[src/rtl/instruction_mem_sync_if.sv]
// Loader and fetch signals between the IF stage and the synchronous instruction memory.
// The memory uses the slave modport; the loader/fetch side uses master.
interface instruction_mem_sync_if #(
  parameter int unsigned WORD_W = 32
);
  logic              Load_Valid;
  logic [WORD_W-1:0] Load_Data;
  logic              Load_Last;
  logic              Load_Ready;
  logic              Reload;
  logic [31:0]       PC;
  logic              Stall;
  logic              Flush;
  logic [WORD_W-1:0] Instruction;
  logic              Inst_Valid;
  logic              Addr_Error;

  modport master (
    output Load_Valid, Load_Data, Load_Last, Reload, PC, Stall, Flush,
    input  Load_Ready, Instruction, Inst_Valid, Addr_Error
  );

  modport slave (
    input  Load_Valid, Load_Data, Load_Last, Reload, PC, Stall, Flush,
    output Load_Ready, Instruction, Inst_Valid, Addr_Error
  );
endinterface

[src/rtl/instruction_mem_sync.sv]
// Synchronous instruction memory: word-by-word loader (LOAD), then registered fetch
// with stall/flush and NOP substitution for unloaded or out-of-range addresses (RUN).
module instruction_mem_sync #(
  parameter int unsigned       ADDR_BITS = 3,
  parameter int unsigned       WORD_W    = 32,
  parameter logic [WORD_W-1:0] NOP       = '0
) (
  input logic                   clk,
  input logic                   rst,
  instruction_mem_sync_if.slave bus
);

  localparam int unsigned DEPTH = 2 ** ADDR_BITS;

  localparam logic [0:0] S_LOAD = 1'b0;
  localparam logic [0:0] S_RUN  = 1'b1;

  logic [0:0]           state;
  logic [ADDR_BITS-1:0] wr_ptr;
  logic [ADDR_BITS:0]   load_count;
  logic [WORD_W-1:0]    mem [DEPTH];

  logic                 beat;
  logic [ADDR_BITS-1:0] idx;
  logic                 in_range;
  logic                 misaligned;

  assign bus.Load_Ready = (state == S_LOAD);
  assign beat           = bus.Load_Valid & bus.Load_Ready;

  assign idx        = bus.PC[ADDR_BITS+1:2];
  assign in_range   = (bus.PC[31:ADDR_BITS+2] == '0) && ({1'b0, idx} < load_count);
  assign misaligned = (bus.PC[1:0] != 2'b00);

  // Storage is deliberately not reset; load_count masks anything not yet loaded.
  always_ff @(posedge clk) begin
    if (beat) begin
      mem[wr_ptr] <= bus.Load_Data;
    end
  end

  always_ff @(posedge clk) begin
    if (rst) begin
      state      <= S_LOAD;
      wr_ptr     <= '0;
      load_count <= '0;
    end else begin
      case (state)
        S_LOAD: begin
          if (beat) begin
            wr_ptr     <= wr_ptr + 1'b1;
            load_count <= {1'b0, wr_ptr} + 1'b1;
            if (bus.Load_Last || (wr_ptr == '1)) begin
              state <= S_RUN;
            end
          end
        end
        S_RUN: begin
          if (bus.Reload) begin
            state      <= S_LOAD;
            wr_ptr     <= '0;
            load_count <= '0;
          end
        end
        default: begin
          state <= S_LOAD;
        end
      endcase
    end
  end

  // Reload outranks Flush and Stall; LOAD forces a bubble regardless of PC.
  always_ff @(posedge clk) begin
    if (rst || (state != S_RUN) || bus.Reload || bus.Flush) begin
      bus.Instruction <= NOP;
      bus.Inst_Valid  <= 1'b0;
      bus.Addr_Error  <= 1'b0;
    end else if (!bus.Stall) begin
      if (in_range && !misaligned) begin
        bus.Instruction <= mem[idx];
        bus.Inst_Valid  <= 1'b1;
        bus.Addr_Error  <= 1'b0;
      end else begin
        bus.Instruction <= NOP;
        bus.Inst_Valid  <= 1'b0;
        bus.Addr_Error  <= 1'b1;
      end
    end
  end

endmodule

[src/flat_wrapper.sv]
// flat-port wrapper written by rule: the top's interface ports become plain ports
module instruction_mem_sync_flat 
#(
  parameter int unsigned       ADDR_BITS = 3,
  parameter int unsigned       WORD_W    = 32,
  parameter logic [WORD_W-1:0] NOP       = '0
)
  (clk, rst, bus_Load_Valid, bus_Load_Data, bus_Load_Last, bus_Reload, bus_PC, bus_Stall, bus_Flush, bus_Load_Ready, bus_Instruction, bus_Inst_Valid, bus_Addr_Error);
  instruction_mem_sync_if #(.WORD_W(WORD_W)) bus_i ();
  input logic clk;
  input logic rst;
  input wire logic [$bits(bus_i.Load_Valid)-1:0] bus_Load_Valid;
  input wire logic [$bits(bus_i.Load_Data)-1:0] bus_Load_Data;
  input wire logic [$bits(bus_i.Load_Last)-1:0] bus_Load_Last;
  input wire logic [$bits(bus_i.Reload)-1:0] bus_Reload;
  input wire logic [$bits(bus_i.PC)-1:0] bus_PC;
  input wire logic [$bits(bus_i.Stall)-1:0] bus_Stall;
  input wire logic [$bits(bus_i.Flush)-1:0] bus_Flush;
  output wire logic [$bits(bus_i.Load_Ready)-1:0] bus_Load_Ready;
  output wire logic [$bits(bus_i.Instruction)-1:0] bus_Instruction;
  output wire logic [$bits(bus_i.Inst_Valid)-1:0] bus_Inst_Valid;
  output wire logic [$bits(bus_i.Addr_Error)-1:0] bus_Addr_Error;
  assign bus_i.Load_Valid = bus_Load_Valid;
  assign bus_i.Load_Data = bus_Load_Data;
  assign bus_i.Load_Last = bus_Load_Last;
  assign bus_i.Reload = bus_Reload;
  assign bus_i.PC = bus_PC;
  assign bus_i.Stall = bus_Stall;
  assign bus_i.Flush = bus_Flush;
  assign bus_Load_Ready = bus_i.Load_Ready;
  assign bus_Instruction = bus_i.Instruction;
  assign bus_Inst_Valid = bus_i.Inst_Valid;
  assign bus_Addr_Error = bus_i.Addr_Error;
  instruction_mem_sync #(.ADDR_BITS(ADDR_BITS), .WORD_W(WORD_W), .NOP(NOP)) u_core (.clk(clk), .rst(rst), .bus(bus_i));
endmodule
[config.mk]
export PLATFORM = sky130hd
export DESIGN_NAME = instruction_mem_sync_flat
export DESIGN_NICKNAME = d
export VERILOG_FILES = /design/src/rtl/instruction_mem_sync_if.sv /design/src/rtl/instruction_mem_sync.sv /design/src/flat_wrapper.sv
export SDC_FILE = /design/constraint.sdc
export NUM_CORES = 1
export LEC_CHECK = 0
export ABC_AREA = 1
export BUFFER_PORTS_ARGS = -buffer_cell sky130_fd_sc_hd__buf_2
export CAP_MARGIN = 40
export CORE_ASPECT_RATIO = 2
export CORE_MARGIN = 1.5
export CORE_UTILIZATION = 50
export DETAILED_ROUTE_END_ITERATION = 8
export PLACE_DENSITY = 0.69
export SLEW_MARGIN = 20
export SYNTH_ARGS = -nofsm -noshare
export SYNTH_HDL_FRONTEND = slang
export SYNTH_SLANG_ARGS = --single-unit
[constraint.sdc]
create_clock -name clk -period 3.3 [get_ports clk]
set_clock_uncertainty 0.05 [all_clocks]
set_input_delay 0.66 -clock clk [delete_from_list [all_inputs] [get_ports clk]]
set_output_delay 0.66 -clock clk [all_outputs]
set_load 0.02 [all_outputs]
Word level (Yosys, flattened, before mapping)
Memories as Yosys holds them, arrays and structs flattened.
Cells that the tools add are included.
Widths: inputs -> output; s select.
{"block": "classes", "add_sub_neg": 2, "magnitude_cmp": 1, "eq_ne": 3, "n_mux": 15, "n_bitwise": 2, "n_reduce_logical": 10}
{"cell": "$mux 32", "count": 1}
{"cell": "$logic_not 27->1", "count": 1}
{"cell": "$mux 4", "count": 2}
{"cell": "$pmux 4 s2", "count": 1}
{"cell": "$mux 1", "count": 7}
{"cell": "$mux 3", "count": 2}
{"cell": "$pmux 3 s2", "count": 1}
{"cell": "$add 3x1->4 const B", "count": 1}
{"cell": "$logic_or 1x1->1", "count": 4}
{"cell": "$lt 3x4->1", "count": 1}
{"cell": "$ne 2x2->1 const B", "count": 2}
{"cell": "$add 3x1->3 const B", "count": 1}
{"cell": "$eq 3x3->1 const B", "count": 1}
{"cell": "$logic_and 1x1->1", "count": 2}
{"cell": "$pmux 1 s2", "count": 1}
{"cell": "$reduce_and 2->1", "count": 1}
{"cell": "$reduce_bool 2->1", "count": 1}
{"cell": "$and 1x1->1", "count": 1}
{"cell": "$logic_not 1->1", "count": 1}
{"cell": "$not 1->1", "count": 1}
{"block": "word_totals", "register_bits": 42, "mem_bits_rw": 256, "input_bits": 71, "output_inout_bits": 35, "word_cells": 40, "mem_count": 1}
{"memory": "u_core.mem", "words": 8, "word_bits": 32, "rd": 1, "rd_clocked_by_memory_dff": 0, "write_ports": 1, "line": "instruction_mem_sync.sv:21", "source": "logic [WORD_W-1:0] mem [DEPTH];"}

Logic depth before layout (Yosys ltp)
Gate-level depths: netlist of run 1.
{"block": "depth", "depth_word": 5, "depth_mapped": 10, "mapped_depth_nobuf": 10}

Worst setup path before layout of run 1
Ideal clock, no wire load.
{"block": "synth_path", "kind": "input to register", "startpoint": "input port bus_Load_Valid", "endpoint": "memory u_core.mem[0][0], enable pin", "setup_time_ns": 0.421, "t_arrival_ns": 2.295, "t_required_ns": 2.829, "path_slack_ns": 0.534, "cell_stages": 4, "n_path_buf": 0, "cell_sequence": "nand2_1 > inv_1 > nand2_1 > nor2_1"}
{"block": "synth_between", "elab_chain_len": 3}
{"element": "start: declaration", "line": "flat_wrapper.sv:12", "source": "input wire logic [$bits(bus_i.Load_Valid)-1:0] bus_Load_Valid;"}
{"element": "$and 1x1->1", "line": "instruction_mem_sync.sv:29", "source": "assign beat = bus.Load_Valid & bus.Load_Ready;"}
{"element": "$mux 1", "line": "instruction_mem_sync.sv:37", "source": "if (beat) begin"}
{"element": "$mux 1 (not written as such)", "line": "instruction_mem_sync.sv:38", "source": "mem[wr_ptr] <= bus.Load_Data;"}
{"element": "end: declaration", "line": "instruction_mem_sync.sv:21"}
Every way passes these cells.

Worst setup path after layout of run 1
{"block": "layout_path", "startpoint": "register u_core.load_count[2]", "endpoint": "register u_core.bus.Instruction[0]"}
{"block": "layout_between", "elab_chain_len": 4}
{"element": "start: declaration", "line": "instruction_mem_sync.sv:20", "source": "logic [ADDR_BITS:0] load_count;"}
{"element": "start signal: assignment", "line": "instruction_mem_sync.sv:52", "source": "load_count <= {1'b0, wr_ptr} + 1'b1;"}
{"element": "$lt 3x4->1", "line": "instruction_mem_sync.sv:32", "source": "assign in_range = (bus.PC[31:ADDR_BITS+2] == '0) && ({1'b0, idx} < load_count);"}
{"element": "$logic_and 1x1->1", "line": "instruction_mem_sync.sv:32"}
{"element": "$logic_and 1x1->1", "line": "instruction_mem_sync.sv:79", "source": "if (in_range && !misaligned) begin"}
{"element": "$mux 32", "line": "instruction_mem_sync.sv:79"}
{"element": "end signal: assignment", "line": "instruction_mem_sync.sv:80", "source": "bus.Instruction <= mem[idx];"}
{"element": "end: declaration", "line": "instruction_mem_sync_if.sv:25", "source": "output Load_Ready, Instruction, Inst_Valid, Addr_Error"}
Every way passes these cells.
A chain may end at the register's enable or synchronous reset.

==> flow_summary.json, run 1 <==
{
  "status": "finished clean",
  "grt_pass1_vias": 7901,
  "crit_path_start_kind": "register",
  "ys_types": 21,
  "share_comb_of_total_power_pct": 6.1,
  "track_usage_pct": 22.5,
  "route.vias.total": 7940,
  "synth_area_leaders": "edfxtp_1, nand2_1, nand3_1, dfxtp_1, a21oi_1",
  "synth_flop_cell": "edfxtp_1",
  "io_buffers": 105,
  "final_max_slew_viol_count": 0,
  "power_density_mw_per_mm2": 560,
  "rows": 79,
  "clockBufferDepth": 3,
  "start_util_pct": 50.5,
  "fin_cells": 1414,
  "place_congestion": 0.815,
  "critical-path-max-stage-delay_ps": 500,
  "relSlewSlack_pct": 56.4,
  "seqPwrFrac_pct": 55.4,
  "async_flop_share_pct": 0,
  "syn2layout_area_growth_pct": 14.0,
  "cts_tree": "done",
  "switching_share_pct": 21.3,
  "clockPowerShare_pct": 38.5,
  "critPathTopFamily": "simple AND/OR/NAND/NOR gates",
  "num-fill-cells": 1951,
  "syn_avg_cell_area_sq_um": 11.4,
  "synth_most_common_cell": "nand2_1",
  "hold_ws_ps": 335,
  "grt-ovfl-total": 0,
  "worstSkewPairLatency_ps": 530,
  "dr.pass1.iters": 5,
  "ant_nets": 0,
  "clockRootBuffer": "clkbuf_16",
  "finalPower_w": 0.00746,
  "fp.dieArea_sq_mm": 0.0244,
  "crit_path_max_fanout": 33,
  "layout-drive-gt1-share_pct": 15.8,
  "final_hold_viol_count": 0,
  "die_w_microns": 111,
  "cap_violations": 0,
  "p_leak_nw": 4.94,
  "internal_power_w": 0.00587,
  "cp.arrival_ps": 2430,
  "synth_edf_count": 256,
  "grt_max_degree": 129,
  "syn-instance-count": 1021,
  "fmax_mhz": 492,
  "synth_top_area_cell": "edfxtp_1",
  "end_kind": "register",
  "required_ps": 3700,
  "fin_crit_sh_pct": 61.6,
  "critical_path_buf_inv_count": 2,
  "grt_antenna_before_repair": 3,
  "fp.dieH_microns": 219,
  "ys_warn_count": 0,
  "wirelength_microns": 27400,
  "syn_area_sq_mm": 0.0117,
  "period_needed_ps": 2030,
  "drcViolationCount": 0,
  "synth_common_cells": "nand2_1, edfxtp_1, nand3_1",
  "drtIter0Drc": 574,
  "via_per_inst": 5.62,
  "cts_resized": 0,
  "critical-path-slowest-cell": "nor2_8",
  "numCtsBuffers": 24,
  "path_class": "register to register",
  "cp_cell_sequence": "inv_1 > ha_1 > inv_1 > o21ai_1 > nor2_2 > nand2_2 > nor2_8 > nand3_1 > a21oi_1",
  "cts_hold_buffers": 0,
  "rsz0062_at_grt": "false",
  "pre_cts_slack_ps": 944,
  "cts_setup_buffers": 0,
  "path_clk_slew_ps": 70,
  "hold_class": "primary input to register",
  "dp_hpwl_microns": 14700,
  "dp_cells": 1368,
  "clock_sinks": 295,
  "synth-seq-area-share_pct": 72.5,
  "h-tree-depth": 1,
  "io_pins": 106,
  "ys_ff_latch": 295,
  "final-setup-viol-count": 0,
  "ir_worst_vdd_uv": 466,
  "critPathMostFrequentCell": "inv_1",
  "setup_tns_ps": 0,
  "finalNetCount": 1186,
  "syn_nets": 1096,
  "tightest_slew_ps": 655,
  "synth.top_cell.area_share_pct": 65.8,
  "design.core.area_sq_mm": 0.0231,
  "grt_pass1_wl_microns": 41900,
  "wire_per_inst_microns": 19.4,
  "setup_ws_ps": 1270,
  "p_sw_w": 0.00159
}
[cell usage in the layout, fill, tap and decap left out, drive strengths merged]
master and instances:
nand2 346, edfxtp 256, nand3 224, buf 125, a21oi 39, dfxtp 39
clkbuf 32, nor2 31, inv 16, clkinv 10, ha 4, o21ai 3
diode 2, bufinv 2, a21boi 1, nor3 1
[through the flow]
stage	utilization (%)	area (sq um)
after global placement	54.2	12500
after global routing	57.6	13300
after detailed placement	54.2	12500
after CTS	57.6	13300
final	57.6	13300
after floorplan	-	11700
[state kept, by name (all words and copies together), names as in the netlist]
register / count
u_core.bus.Instruction: 32
u_core.load_count: 4
u_core.mem: 256
u_core.bus.Addr_Error: 1
u_core.state: 1
u_core.bus.Inst_Valid: 1
[cell families after synthesis]
| family | share of synthesized area [%] |
|---|---|
| adder cells (fa/ha/maj) | 0.428 |
| buffers and inverters | 3.25 |
| AND/OR/NAND/NOR | 22.0 |
| AO/OA/AOI/OAI | 1.86 |
| flip-flops | 72.5 |
[power by group through the flow]
stage               clock, W  sequential, W  combinational, W
floorplan                  0        0.00421          0.000260
global placement           0        0.00421          0.000441
detailed placement         0        0.00421          0.000454
CTS                  0.00291        0.00413          0.000457
global route         0.00305        0.00413          0.000499
finish               0.00288        0.00413          0.000454
[area by class of cell]
cell class	count	area, sq um	share of cell area, %
multi-input cells	649	2900	21.8
well taps	283	354	2.66
diodes	2	5.00	0.0376
clock buffers	32	683	5.13
clock inverters	12	114	0.854
flip-flops and latches	295	8470	63.5
repair buffers	125	741	5.56
inverters	16	61.3	0.460
[routing by layer]
metal	global-route usage, %	wire [microns]
met1	25.0	10100
met2	43.0	14800
met3	2.60	1620
met4	9.79	911
met5	0	7
[path summary, 6_finish.rpt]
path | slack (ps) | to | startpoint | cells after the start
worst max-delay path | 1270 | u_core.bus.Instruction[0] | u_core.load_count[2] | 9
worst min-delay path | 330 | u_core.state | rst | 2
worst max register to register | 1270 | u_core.bus.Instruction[0] | u_core.load_count[2] | 9
worst min register to register | 400 | u_core.bus.Addr_Error | u_core.bus.Addr_Error | 2
No activity file was read; power rests on OpenSTA's default activity.
==> inputs of run 2 (changes only) <==
==> constraint.sdc (replaced) <==
create_clock -name clk -period 2 [get_ports clk]
set_clock_uncertainty 0.05 [all_clocks]
set_input_delay 0.4 -clock clk [delete_from_list [all_inputs] [get_ports clk]]
set_output_delay 0.4 -clock clk [all_outputs]
set_load 0.02 [all_outputs]
==> run 2 against run 1 <==
Die area is the same. Largest cell class unchanged. Combinational power grew 72%. Worst hold slack lost 260 ps. First-iteration DRC count shrank 4.9%. Critical path depth grew 1. Via count shrank 0.74%. Global-route usage shrank 0.96 points. Fmax grew 16%. Total power grew 66%. Setup slack lost 1000 ps. Critical endpoint is now u_core.bus.Instruction[12]. Routed wire length shrank 4.2%. Largest power group unchanged. Sequential cell count is the same.
==> flow_summary.json, run 2 (synthesis gave the netlist of run 1 again) <==
{
  "status": "finished clean",
  "finalPower_w": 0.0124,
  "syn2layout_area_growth_pct": 16.5,
  "relSlewSlack_pct": 60.8,
  "h-tree-depth": 1,
  "seqPwrFrac_pct": 54.9,
  "postPlaceCellArea_sq_mm": 0.0128,
  "end_kind": "register",
  "path_clk_slew_ps": 70,
  "share_comb_of_total_power_pct": 6.3,
  "path_class": "register to register",
  "hold_class": "primary input to register",
  "final-setup-viol-count": 0,
  "grt-ovfl-total": 0,
  "grt_util_met1_pct": 25.1,
  "cts_hold_buffers": 0,
  "drtIter0Drc": 546,
  "num-fill-cells": 1850,
  "dr.pass1.iters": 5,
  "grt_use_met2_pct": 39.7,
  "place_congestion": 0.765,
  "cap_violations": 0,
  "p_leak_nw": 5.07,
  "final_max_slew_viol_count": 0,
  "final_area_sq_mm": 0.0136,
  "cts_resized": 0,
  "tightest_slew_ps": 589,
  "design.core.area_sq_mm": 0.0231,
  "clockBufferDepth": 3,
  "crit_path_start_kind": "register",
  "fp.dieArea_sq_mm": 0.0244,
  "grt_pass1_wl_microns": 40700,
  "regMostFlops": "u_core.mem",
  "cts_setup_buffers": 0,
  "diodes": 0,
  "ir_worst_vdd_uv": 596,
  "gr-usage-met3_pct": 2.68,
  "via_per_inst": 5.52,
  "largest_reg_flops": 256,
  "required_ps": 2390,
  "grt_max_degree": 129,
  "rsz0062_at_grt": "false",
  "final_hold_viol_count": 0,
  "wire_per_inst_microns": 18.4,
  "switching_share_pct": 21.0,
  "io_pins": 106,
  "grt_antenna_before_repair": 1,
  "wirelength_microns": 26300,
  "finalNetCount": 1203,
  "period_needed_ps": 1750,
  "rows": 79,
  "p_sw_w": 0.00261,
  "worstSkewPairLatency_ps": 520,
  "dp_hpwl_microns": 15400,
  "layout_commonest_cell": "nand2_1",
  "fp.dieH_microns": 219,
  "gr-max-usage-layer": "met2",
  "io_buffers": 105,
  "clock_sinks": 295,
  "cts_tree": "done",
  "fin_crit_sh_pct": 87.5,
  "die_w_microns": 111,
  "internal_power_w": 0.00980,
  "route.vias.total": 7881,
  "layout-drive-gt1-share_pct": 17.2,
  "mostFrequentLayoutCells": "nand2_1, edfxtp_1, nand3_1",
  "fmax_mhz": 572,
  "reg.largest.list": "u_core.mem x256, u_core.bus.Instruction x32, u_core.load_count x4",
  "power_density_mw_per_mm2": 912,
  "clockRootBuffer": "clkbuf_16",
  "cp.arrival_ps": 2140,
  "start_util_pct": 50.5,
  "crit_path_max_fanout": 14,
  "clockPowerShare_pct": 38.7,
  "track_usage_pct": 21.5,
  "numCtsBuffers": 24,
  "ant_nets": 0,
  "grt_pass1_vias": 7683,
  "drcViolationCount": 0
}
==> run 2: cell count changes in the layout (fill, tap and decap cells not counted), sizes merged <==
cell,delta
buf,+17
bufinv,+1
inv,-1
clkinv,-1
diode,-2
clkinvlp,+1
==> run 2: power groups by stage <==
stage          Sequential, W  Clock (W)  Combinational [W]
2_1_floorplan        0.00695          0           0.000436
3_3_place_gp         0.00695          0           0.000770
3_5_place_dp         0.00695          0           0.000786
4_1_cts              0.00682    0.00489           0.000789
5_1_grt              0.00682    0.00509           0.000866
6_report             0.00682    0.00481           0.000783
==> run 2: path summary, 6_finish.rpt <==
kind	startpoint	end	cells after the start	slack [ps]
hold / removal	rst	u_core.load_count[3]	2	70
hold reg to reg	u_core.bus.Instruction[0]	u_core.bus.Instruction[0]	2	410
setup / recovery	u_core.load_count[2]	u_core.bus.Instruction[12]	10	250
setup reg to reg	u_core.load_count[2]	u_core.bus.Instruction[12]	10	250
==> run 2: layer usage <==
metal	vias up	routed length, microns
li1	3759	-
met1	3788	9940
met2	274	14000
met3	58	1430
met4	2	855
met5	-	13
==> run 2: critical path: stages (launching register included) <==
cell,delay [ps]
dfxtp_1,410
inv_1,100
ha_1,190
inv_1,50
o21ai_1,60
nor2_2,90
nand2_2,90
nor2_8,110
buf_4,260
nand3_1,120
a21oi_1,150
==> run 2: layout make-up <==
class	instances	area (sq um)	share of cell area [%]
Clock inverter	12	140	1.03
Multi-Input combinational cell	649	2910	21.4
Inverter	16	61.3	0.450
Tap cell	283	354	2.60
Sequential cell	295	8470	62.2
Clock buffer	32	672	4.94
Timing Repair Buffer	142	1010	7.39
==> run 2: metrics by stage <==
stage	worst slack, ps	hold slack (ps)	utilization (%)	setup TNS (ps)	std cells
6_report	251	72.1	58.8	0	1429
3_5_place_dp	197	404	55.3	0	1385
3_3_place_gp	197	391	55.3	0	1385
4_1_cts	246	55.8	58.8	0	1429
2_1_floorplan	-493	401	-	-47320	1021
5_1_grt	139	67.2	58.8	0	1429
==> inputs of run 3 (changes only) <==
--- a/config.mk
+++ b/config.mk
@@ -13,6 +13,7 @@
 export CORE_UTILIZATION = 50
 export DETAILED_ROUTE_END_ITERATION = 8
 export PLACE_DENSITY = 0.69
+export SKIP_CTS_REPAIR_TIMING = 1
 export SLEW_MARGIN = 20
 export SYNTH_ARGS = -nofsm -noshare
 export SYNTH_HDL_FRONTEND = slang
==> constraint.sdc (replaced) <==
create_clock -name clk -period 1.96 [get_ports clk]
set_clock_uncertainty 0.05 [all_clocks]
set_input_delay 0.392 -clock clk [delete_from_list [all_inputs] [get_ports clk]]
set_output_delay 0.392 -clock clk [all_outputs]
set_load 0.02 [all_outputs]
==> run 3 against run 2 <==
First-iteration DRC count down 6.4%. Worst hold slack worse by 12 ps. Design area down 0.20%. Largest cell class unchanged. Non-clock buffer count down 3. Critical path depth down 3. Fmax up 2.4%. Critical endpoint is now u_core.bus.Instruction[15]. Global-route usage about the same. Clock-buffer cell count up 1. Die area unchanged. Highest routed layer is now met4. Cell count about the same.
==> flow_summary.json, run 3 (synthesis gave the netlist of run 1 again) <==
{
  "status": "finished clean",
  "tightest_slew_ps": 586,
  "fp.dieArea_sq_mm": 0.0244,
  "place_congestion": 0.804,
  "finalPower_w": 0.0125,
  "dp_hpwl_microns": 15500,
  "worstReg2RegStart": "u_core.load_count[1]",
  "wire_per_inst_microns": 18.5,
  "crit_path_max_fanout": 11,
  "finalNetCount": 1201,
  "route.vias.total": 7808,
  "end_kind": "register",
  "numCtsBuffers": 25,
  "final_hold_viol_count": 0,
  "cp_cell_sequence": "inv_1 > ha_1 > a21boi_1 > o21ai_2 > buf_4 > nand3_1 > a21oi_1",
  "grt_pass1_wl_microns": 40500,
  "fp.dieH_microns": 219,
  "ant_nets": 0,
  "track_usage_pct": 21.6,
  "dr.pass1.iters": 5,
  "hold_depth": 2,
  "ir_worst_vdd_uv": 686,
  "grt-ovfl-total": 0,
  "critical_path_buf_inv_count": 2,
  "grt_pass1_vias": 7487,
  "clock_sinks": 295,
  "start_util_pct": 50.5,
  "die_w_microns": 111,
  "critPathTopFamily": "compound AO/OA/AOI/OAI gates",
  "rsz0062_at_grt": "false",
  "setup_tns_ps": 0,
  "fmax_mhz": 585,
  "cp.arrival_ps": 2110,
  "power_density_mw_per_mm2": 921,
  "mostFrequentLayoutCells": "nand2_1, edfxtp_1, nand3_1",
  "reg.largest.list": "u_core.mem x256, u_core.bus.Instruction x32, u_core.load_count x4",
  "drcViolationCount": 0,
  "syn2layout_area_growth_pct": 16.2,
  "period_needed_ps": 1710,
  "path_clk_slew_ps": 70,
  "utilization_pct": 58.7,
  "clockBufferDepth": 3,
  "required_ps": 2360,
  "r2r-end": "u_core.bus.Instruction[15]",
  "clockRootBuffer": "clkbuf_16",
  "via_per_inst": 5.47,
  "largest_reg_flops": 256,
  "path_class": "register to register",
  "io_buffers": 105,
  "critical-path-slowest-cell": "dfxtp_1",
  "final_max_slew_viol_count": 0,
  "layout-drive-gt1-share_pct": 17.0,
  "crit_path_start_kind": "register",
  "fin_crit_sh_pct": 87.1,
  "grt_max_degree": 129,
  "ff2ff_setup_slack_ps": 250,
  "worstHoldStart": "rst",
  "p_leak_nw": 5.04,
  "io_pins": 106,
  "min_to": "u_core.load_count[2]",
  "critical-path-max-stage-delay_ps": 400,
  "hold_class": "primary input to register",
  "relSlewSlack_pct": 60.9,
  "cap_violations": 0,
  "layout_commonest_cell": "nand2_1",
  "wirelength_microns": 26400,
  "final-setup-viol-count": 0,
  "design.core.area_sq_mm": 0.0231,
  "rows": 79,
  "h-tree-depth": 1,
  "cts_tree": "done",
  "r2r_cells": 7,
  "drtIter0Drc": 511,
  "regMostFlops": "u_core.mem",
  "grt_antenna_before_repair": 1,
  "final_area_sq_mm": 0.0136,
  "worstSkewPairLatency_ps": 530,
  "postPlaceCellArea_sq_mm": 0.0128
}
[run 3: cell count changes in the layout (fill, tap and decap cells not counted), sizes merged]
| cell | previous run | this run |
|---|---|---|
| buf | 142 | 139 |
| bufinv | 3 | 1 |
| clkinv | 9 | 7 |
| clkinvlp | 1 | 3 |
| inv | 15 | 17 |
| clkbuf | 32 | 33 |
| diode | 0 | 1 |
[run 3: power by group]
group	switching [W]	leakage, nW	internal [W]	total [W]
Sequential	0.0000256	2.64	0.00693	0.00695
Clock	0.00217	0.372	0.00258	0.00474
Combinational	0.000545	2.03	0.000262	0.000807
[run 3: final cells by class]
type | instances | area (sq um)
clock buffer | 33 | 676
multi-input combinational | 649 | 2900
timing repair buffer | 139 | 1020
fill | 1934 | 9550
tap | 283 | 354
antenna | 1 | 2.50
inverter | 16 | 61.3
sequential | 295 | 8470
clock inverter | 12 | 97.6
[run 3: how the worst max path moves through the flow]
stage / slack (ps) / endpoint / startpoint / cells past startpoint
after global routing: 70 / u_core.bus.Instruction[30] / u_core.load_count[2] / 10
after global placement: 220 / u_core.bus.Instruction[16] / bus_PC[2] / 8
final: 250 / u_core.bus.Instruction[15] / u_core.load_count[1] / 7
after floorplan: -100 / u_core.mem[0][0] / u_core.state / 5
after CTS: 200 / u_core.bus.Instruction[2] / u_core.load_count[2] / 10
after detailed placement: 160 / u_core.bus.Instruction[15] / bus_PC[2] / 8
[run 3: per-layer routing]
layer | GRT usage, % | vias to the layer above | share of wire [%]
met5 | 0 | - | 0
li1 | - | 3768 | -
met4 | 7.97 | 0 | 2.5
met3 | 2.60 | 42 | 5.4
met2 | 40.6 | 250 | 53
met1 | 25.1 | 3748 | 39
[run 3: stage by stage]
stage	cells	hold WS [ps]	worst slack (ps)
floorplan	1021	401	-98.1
CTS	1427	34.4	198
global route	1428	61.6	71.3
detailed placement	1382	396	162
global placement	1382	391	215
finish	1428	59.7	252
